### src/rtl/spi_pkg.sv
// Shared types and idle pin levels for the SPI peripheral-side receiver.
package spi_pkg;

  typedef enum logic [1:0] {
    IDLE = 2'd0,
    RECV = 2'd1,
    DONE = 2'd2
  } spi_rcv_state_t;

  localparam logic SPI_SEL_IDLE = 1'b1;
  localparam logic SPI_CLK_IDLE = 1'b0;

endpackage

### src/rtl/spi_rcv_sync_ff.sv
// Generic N-flop synchronizer with a synchronous, active-high reset to a chosen level.
module sync_ff #(
  parameter int   STAGES    = 2,
  parameter logic RESET_VAL = 1'b0
) (
  input  logic clk,
  input  logic rst,
  input  logic d,
  output logic q
);

  logic [STAGES-1:0] chain;

  // Shift chain; bit 0 is the metastability-exposed flop.
  always_ff @(posedge clk) begin
    if (rst) begin
      chain <= {STAGES{RESET_VAL}};
    end else begin
      chain <= {chain[STAGES-2:0], d};
    end
  end

  assign q = chain[STAGES-1];

endmodule

### src/rtl/spi_rcv.sv
// SPI mode-0 peripheral receiver: synchronizes the pins, deserialises MSB-first words
// and reports complete words (valid_out) or malformed frames (error_out) as single-cycle pulses.
module spi_rcv
  import spi_pkg::*;
#(
  parameter int MESSAGE_WIDTH = 8,
  parameter int SYNC_STAGES   = 2
) (
  input  logic                     clk_in,
  input  logic                     rst_in,
  input  logic                     data_in,
  input  logic                     spi_clk_in,
  input  logic                     sel_in,
  output logic [MESSAGE_WIDTH-1:0] data_out,
  output logic                     valid_out,
  output logic                     error_out
);

  localparam int                 CNT_W      = $clog2(MESSAGE_WIDTH) + 1;
  localparam int                 FLUSH_W    = $clog2(SYNC_STAGES + 2);
  localparam logic [FLUSH_W-1:0] FLUSH_LOAD = FLUSH_W'(SYNC_STAGES + 1);
  localparam logic [CNT_W-1:0]   LAST_BIT   = CNT_W'(MESSAGE_WIDTH - 1);

  logic d_s;
  logic sclk_s;
  logic sel_s;
  logic sclk_prev;
  logic sel_prev;
  logic [FLUSH_W-1:0] flush;
  logic armed;
  logic sclk_rise;
  logic sel_fall;
  logic sel_rise;

  spi_rcv_state_t           state;
  spi_rcv_state_t           state_nxt;
  logic [MESSAGE_WIDTH-1:0] shift;
  logic [MESSAGE_WIDTH-1:0] shift_nxt;
  logic [CNT_W-1:0]         cnt;
  logic [CNT_W-1:0]         cnt_nxt;
  logic [MESSAGE_WIDTH-1:0] data_nxt;
  logic                     valid_nxt;
  logic                     error_nxt;

  sync_ff #(.STAGES(SYNC_STAGES), .RESET_VAL(1'b0)) u_sync_data (
    .clk (clk_in),
    .rst (rst_in),
    .d   (data_in),
    .q   (d_s)
  );

  sync_ff #(.STAGES(SYNC_STAGES), .RESET_VAL(SPI_CLK_IDLE)) u_sync_sclk (
    .clk (clk_in),
    .rst (rst_in),
    .d   (spi_clk_in),
    .q   (sclk_s)
  );

  sync_ff #(.STAGES(SYNC_STAGES), .RESET_VAL(SPI_SEL_IDLE)) u_sync_sel (
    .clk (clk_in),
    .rst (rst_in),
    .d   (sel_in),
    .q   (sel_s)
  );

  // Previous synchronized levels for edge detection, plus a post-reset flush window.
  // The synchronizers reset to idle levels, so a pin held low across reset would
  // otherwise look like a fresh select falling edge once the chain fills.
  always_ff @(posedge clk_in) begin
    if (rst_in) begin
      sclk_prev <= SPI_CLK_IDLE;
      sel_prev  <= SPI_SEL_IDLE;
      flush     <= FLUSH_LOAD;
    end else begin
      sclk_prev <= sclk_s;
      sel_prev  <= sel_s;
      if (flush != {FLUSH_W{1'b0}}) begin
        flush <= flush - FLUSH_W'(1);
      end else begin
        flush <= flush;
      end
    end
  end

  assign armed     = (flush == {FLUSH_W{1'b0}});
  assign sclk_rise = armed & sclk_s & ~sclk_prev;
  assign sel_fall  = armed & ~sel_s & sel_prev;
  assign sel_rise  = armed & sel_s & ~sel_prev;

  // State register.
  always_ff @(posedge clk_in) begin
    if (rst_in) begin
      state <= IDLE;
    end else begin
      state <= state_nxt;
    end
  end

  // Next-state, datapath updates and output pulses; a select rise outranks a clock edge.
  always_comb begin
    state_nxt = state;
    shift_nxt = shift;
    cnt_nxt   = cnt;
    data_nxt  = data_out;
    valid_nxt = 1'b0;
    error_nxt = 1'b0;
    case (state)
      IDLE: begin
        if (sel_fall) begin
          state_nxt = RECV;
          shift_nxt = {MESSAGE_WIDTH{1'b0}};
          cnt_nxt   = {CNT_W{1'b0}};
        end else begin
          state_nxt = IDLE;
        end
      end
      RECV: begin
        if (sel_rise) begin
          error_nxt = 1'b1;
          state_nxt = IDLE;
        end else if (sclk_rise) begin
          shift_nxt = {shift[MESSAGE_WIDTH-2:0], d_s};
          cnt_nxt   = cnt + CNT_W'(1);
          if (cnt == LAST_BIT) begin
            data_nxt  = {shift[MESSAGE_WIDTH-2:0], d_s};
            valid_nxt = 1'b1;
            state_nxt = DONE;
          end else begin
            state_nxt = RECV;
          end
        end else begin
          state_nxt = RECV;
        end
      end
      DONE: begin
        if (sel_rise) begin
          state_nxt = IDLE;
        end else if (sclk_rise) begin
          error_nxt = 1'b1;
        end else begin
          state_nxt = DONE;
        end
      end
      default: begin
        state_nxt = IDLE;
      end
    endcase
  end

  // Datapath and registered output pulses.
  always_ff @(posedge clk_in) begin
    if (rst_in) begin
      shift     <= {MESSAGE_WIDTH{1'b0}};
      cnt       <= {CNT_W{1'b0}};
      data_out  <= {MESSAGE_WIDTH{1'b0}};
      valid_out <= 1'b0;
      error_out <= 1'b0;
    end else begin
      shift     <= shift_nxt;
      cnt       <= cnt_nxt;
      data_out  <= data_nxt;
      valid_out <= valid_nxt;
      error_out <= error_nxt;
    end
  end

endmodule

### config.mk
export PLATFORM = sky130hd
export DESIGN_NAME = spi_rcv
export DESIGN_NICKNAME = d
export VERILOG_FILES = /design/src/rtl/spi_pkg.sv /design/src/rtl/spi_rcv_sync_ff.sv /design/src/rtl/spi_rcv.sv
export SDC_FILE = /design/constraint.sdc
export NUM_CORES = 1
export LEC_CHECK = 0
export CAP_MARGIN = 10
export CORE_ASPECT_RATIO = 0.5
export CORE_MARGIN = 4
export CORE_UTILIZATION = 43
export CTS_BUF_LIST = sky130_fd_sc_hd__clkbuf_8
export DETAILED_ROUTE_END_ITERATION = 10
export PLACE_DENSITY = 0.65
export SYNTH_ARGS = -nofsm -noshare
export SYNTH_HDL_FRONTEND = slang
export SYNTH_SLANG_ARGS = --single-unit
### constraint.sdc
create_clock -name clk_in -period 1.88 [get_ports clk_in]
set_input_delay 0.376 -clock clk_in [delete_from_list [all_inputs] [get_ports clk_in]]
set_output_delay 0.376 -clock clk_in [all_outputs]
set_load 0.01 [all_outputs]
# Word level (Yosys, flattened, before mapping)
# Cells that the tools add are included.
[word_totals] regBits=33 input_bits=5 out_inout_bits=10 word_cells=60
[op_classes] n_addsub=2 eq_ne=7 mux=20 bitwise_logic=12 n_reduce_logical=7
[op_table] cell="two-way mux 7 bit" n=3
[op_table] cell="one-hot mux 7 bit (2 select lines)" n=1
[op_table] cell="two-way mux 4 bit" n=3
[op_table] cell="two-way mux 2 bit" n=5
[op_table] cell="one-hot mux 4 bit (2 select lines)" n=1
[op_table] cell="AND reduction 4 bit" n=2
[op_table] cell="AND 1 bit" n=6
[op_table] cell="!= test 2 bit, second input constant" n=3
[op_table] cell="inverter 1 bit" n=6
[op_table] cell="one-hot mux 2 bit (3 select lines)" n=1
[op_table] cell="two-way mux 1 bit" n=5
[op_table] cell="adder 4 x 1 -> 4 bit, second input constant" n=1
[op_table] cell="equality test 4 x 3 -> 1 bit, second input constant" n=1
[op_table] cell="zero test 2 bit" n=2
[op_table] cell="nonzero test 2 bit" n=2
[op_table] cell="OR reduction 4 bit" n=1
[op_table] cell="!= test 3 bit, second input constant" n=1
[op_table] cell="equality test 2 x 1 -> 1 bit, second input constant" n=1
[op_table] cell="equality test 2 bit, second input constant" n=1
[op_table] cell="one-hot mux 1 bit (2 select lines)" n=1
[op_table] cell="subtractor 2 x 1 -> 2 bit, second input constant" n=1

# Logic depth before layout (Yosys ltp)
[logic_depth] word_depth=6 mapped_depth=8 mapped_depth_nobuf=6

# Hierarchy
# From an unflattened synthesis, not the netlist that was laid out.
[unflattened] cells_unflattened=146 area_unflattened_um2=1457.6
[modules_own_cells] mod="spi_rcv" instances=1 cells_each=134 area_each_um2=1300.0 seq_area_each_um2=540.5
[modules_own_cells] mod="sync_ff" instances=3 cells_each=4 area_each_um2=52.6 seq_area_each_um2=40.0

# Worst setup path before layout
# OpenSTA, ideal clock, no wires.
[synth_path] kind="flip-flop to flip-flop" from="register state[1]" to="register cnt[3]" setup_ns=0.120 arrival_time_ns=1.474 required_ns=1.760 slack_ns=0.286 stages_incl_launch_ff=8 n_path_buf=1 period_less_slack_ns=1.594 path_cell_list="dfxtp_1 > inv_1 > ha_1 > and4b_4 > buf_6 > o2111ai_4 > a21oi_2 > mux2i_1"
[synth_between] elab_chain_len=3 elab_cells_between_ends=8 cone_classes="4 x eq/ne; 1 x mux; 3 x reduce/logical"
[synth_rtl] element="from (decl)" line="spi_rcv.sv:35" source="spi_rcv_state_t state;"
[synth_rtl] element="from (signal assigned)" line="spi_rcv.sv:95" source="state <= state_nxt;"
[synth_rtl] element="equality test 2 x 1 -> 1 bit or zero test 2 bit (tied branches)" line="spi_rcv.sv:107" source="case (state)"
[synth_rtl] element="!= test 2 bit (no line) or nonzero test 2 bit (tied branches)"
[synth_rtl] element="AND reduction 4 bit (no line)"
[synth_rtl] element="to (signal assigned)" line="spi_rcv.sv:154" source="cnt <= {CNT_W{1'b0}};"
[synth_rtl] element="to (signal assigned)" line="spi_rcv.sv:160" source="cnt <= cnt_nxt;"
[synth_rtl] element="to (decl)" line="spi_rcv.sv:39" source="logic [CNT_W-1:0] cnt;"
# Parallel ways exist; a longest one is shown, timed or not.
# A chain may end at the register's enable or synchronous reset.

# Worst setup path in the final report
# Ends and elaborated chain as after synthesis.

==> out/metrics.cfg <==
[min_path]
hold_start=u_sync_sel.chain[0]$_SDFF_PP1_
hold_end=u_sync_sel.chain[1]$_SDFF_PP1_
hold_class=reg2reg
min_path_cells=1

[die]
fp.dieW_um=91.85
row_count=14
die-area_mm2=0.004585
start_util_pct=47.67
fp.dieH_um=49.93
core_mm2=0.003171
io_pins=15

[worst_setup_path]
end_kind=flip-flop
rrSetupSlack_ns=0.11
worstReg2RegEnd=cnt[3]$_SDFFE_PP0P_
cp.arrival_ns=1.97
worstRegToRegCells=6
cp.required_ns=2.09
r2r_start=state[1]$_SDFFE_PP0P_
critPathKind=reg2reg
start_kind=flip-flop
cp_max_fo=10

[synthesis]
synth_area_mm2=0.001511
synthAdderAreaFrac_pct=4.967
ys_types=38
yosysMostFrequentCell=dfxtp_1
yosys.area_share.simple_pct=21.44
synth_top_area_share_pct=43.71
synthFlopType=dfxtp_1
postSynthCellCount=146
synth.area.top_cells=dfxtp_1 44%, mux2i_1 7.3%, ha_1 5.0%
synthMuxAreaShare_pct=7.285
synthTopCellsByCount=33 x dfxtp_1, 11 x mux2i_1, 10 x a21oi_1
synth_compound_area_share_pct=16.80
synth_top_family_by_area=simple AND/OR/NAND/NOR gates
synth_area_per_cell_um2=10.35
ys_ff_latch=33
syn_nets=157
ys_warn_count=0
synth_top_area_cell=dfxtp_1
synth-xor-area-share_pct=0.5795
synth_edf_count=0
ys_async_sr_fraction_pct=0
synth-seq-area-share_pct=43.71

[clock_network]
clock-root-buffer=clkbuf_8
clkSlewWorstSetupHoldPaths_ns=0.07
cts_sinks=33
postCtsSetupBuffers=0
h-tree-depth=2
cts_buffer_depth=2
cts_buffers=5
insertion_delay_ns=0.28
cts_tree=yes
cts_hold_buf=0

[timing]
relSlewSlack_pct=64.46
finalSetupViolCount=0
tightestPinTransition_ns=0.5316
rsz0062_at_grt=false
final_hold_viol_count=0
fmax_mhz=566.0
slew_viol_final=0
fin_crit_ns=1.767
tns_ns=0
period_share_pct=93.97
finClkSkew_ns=0.003770

[detailed_routing]
antenna_left=0
drc_errors=0
initialDrtViolationCount=46
num_vias=1079
firstDrtPassIters=4
post_drt_wl_per_cell_um=12.32
wl_um=2661
via_per_inst=4.995

[final_layout]
drive_above_1_share_pct=19.64
nNetsFinal=178
diodes=0
area_delta_synth_final_pct=22.10
nFillCells=280

[pwr]
p_switching_mw=0.3193
powerDensity_mw_per_mm2=819.5
power.leakage_nw=0.6872
comb_power_share_pct=6.2
clockPowerShare_pct=45.7
p_total_mw=1.512
internal_power_mw=1.193
swShare_pct=21.11
ir_drop_mv=0.4390
pwr-share-seq_pct=48.1

[global_routing]
grt_max_degree=25
grt_antenna_before_repair=0
grt_pass1_vias=1052
grtUsageTotal_pct=13.08
grt_pass1_wl_um=4740
grt_overflow=0

[placement]
place_congestion=0.7782
post-dp-hpwl_um=1836
io_buffers=14

[outcome]
outcome=completed

[flow_run]
maxCapViolCount=0

==> cell usage in the layout (no fill, tap or decap), drive strengths merged <==
master / instances
o211ai: 9
a31oi: 1
o31a: 1
clkdlybuf4s50: 14
nor2: 8
clkinvlp: 1
buf: 7
nand4b: 1
nor2b: 8
dfxtp: 33
nand2b: 5
or2: 4
clkbuf: 6
a21oi: 12
o21ai: 2
a21boi: 3
ha: 6
a211o: 1
nand3b: 3
or3: 1
o2111ai: 1
and3b: 1
nand2: 5
and4b: 1
inv: 7
nor3b: 2
bufinv: 1
mux2i: 11
nor3: 1
a41oi: 1
a2111oi: 1
xor2: 1
nand3: 9
==> cell type report <==
class | count | area (um2) | area share, %
flip-flops and latches | 33 | 660.6 | 35.80
clock inverters | 2 | 37.54 | 2.034
well taps | 48 | 60.06 | 3.254
multi-input cells | 99 | 773.2 | 41.90
inverters | 7 | 26.28 | 1.424
repair buffers | 21 | 205.2 | 11.12
clock buffers | 6 | 82.58 | 4.475
==> metrics by stage <==
stage                     util (%)  setup slack [ns]  hold WS (ns)  cells  area [um2]
after detailed placement     54.38            0.1266        0.3923    208        1724
after floorplan                  -            0.2865        0.3895    146        1511
after global routing         58.21           0.01113        0.4238    216        1846
after global placement       54.38            0.1297        0.3928    208        1724
final                        58.21            0.1133        0.4087    216        1846
after CTS                    58.17           0.09384        0.4094    216        1844
==> worst max-delay path by stage <==
stage,start,endpoint,slack (ns),cells after the start
global route,state[0]$_SDFFE_PP0P_,cnt[3]$_SDFFE_PP0P_,0.01,6
finish,state[1]$_SDFFE_PP0P_,cnt[3]$_SDFFE_PP0P_,0.11,6
floorplan,state[1]$_SDFFE_PP0P_,cnt[3]$_SDFFE_PP0P_,0.29,7
global placement,state[1]$_SDFFE_PP0P_,data_out[6]$_SDFFE_PP0P_,0.13,7
CTS,state[1]$_SDFFE_PP0P_,data_out[6]$_SDFFE_PP0P_,0.09,7
detailed placement,state[1]$_SDFFE_PP0P_,data_out[6]$_SDFFE_PP0P_,0.13,7
==> repair_timing <==
action / CTS / global route
gates resized for setup: 0 / 1
endpoints found under the hold margin: 0 / 0
endpoints found under the setup margin: 0 / 4
==> flip-flops by register name, indices dropped and copies added, names as in the netlist, 2 cells and up <==
register and count:
shift 7, data_out 8, flush 2, cnt 4, state 2, u_sync_data.chain 2, u_sync_sel.chain 2, u_sync_sclk.chain 2
==> critical path, cell delays in order (launching register included) <==
cell      delay, ns
dfxtp_1        0.34
inv_1          0.09
ha_1           0.25
and4b_4        0.31
o211ai_2       0.25
a21oi_2        0.24
mux2i_1        0.20
==> cells by family (layout without fill, tap and decap cells) <==
family	count (synthesis)	after routing
AO/OA/AOI/OAI	32	32
XOR/XNOR	1	1
adder cells (fa/ha/maj)	6	6
buffers and inverters	14	36
flip-flops	33	33
multiplexers	11	11
AND/OR/NAND/NOR	49	49
==> routing by layer <==
layer | track usage [%] | wire [um] | vias to the layer above
met4 | 6.897 | 29 | 0
li1 | - | - | 557
met5 | 0 | 0 | -
met3 | 3.647 | 63 | 4
met2 | 18.60 | 1124 | 17
met1 | 17.84 | 1444 | 501
==> power groups by stage <==
stage	clock network [mW]	registers (mW)	logic, mW
after floorplan	0	0.739	0.0719
after global placement	0	0.742	0.0949
after detailed placement	0	0.742	0.0946
after CTS	0.714	0.727	0.0956
after global routing	0.761	0.729	0.107
final	0.691	0.727	0.0941
Power figures use the tool's default switching activity.
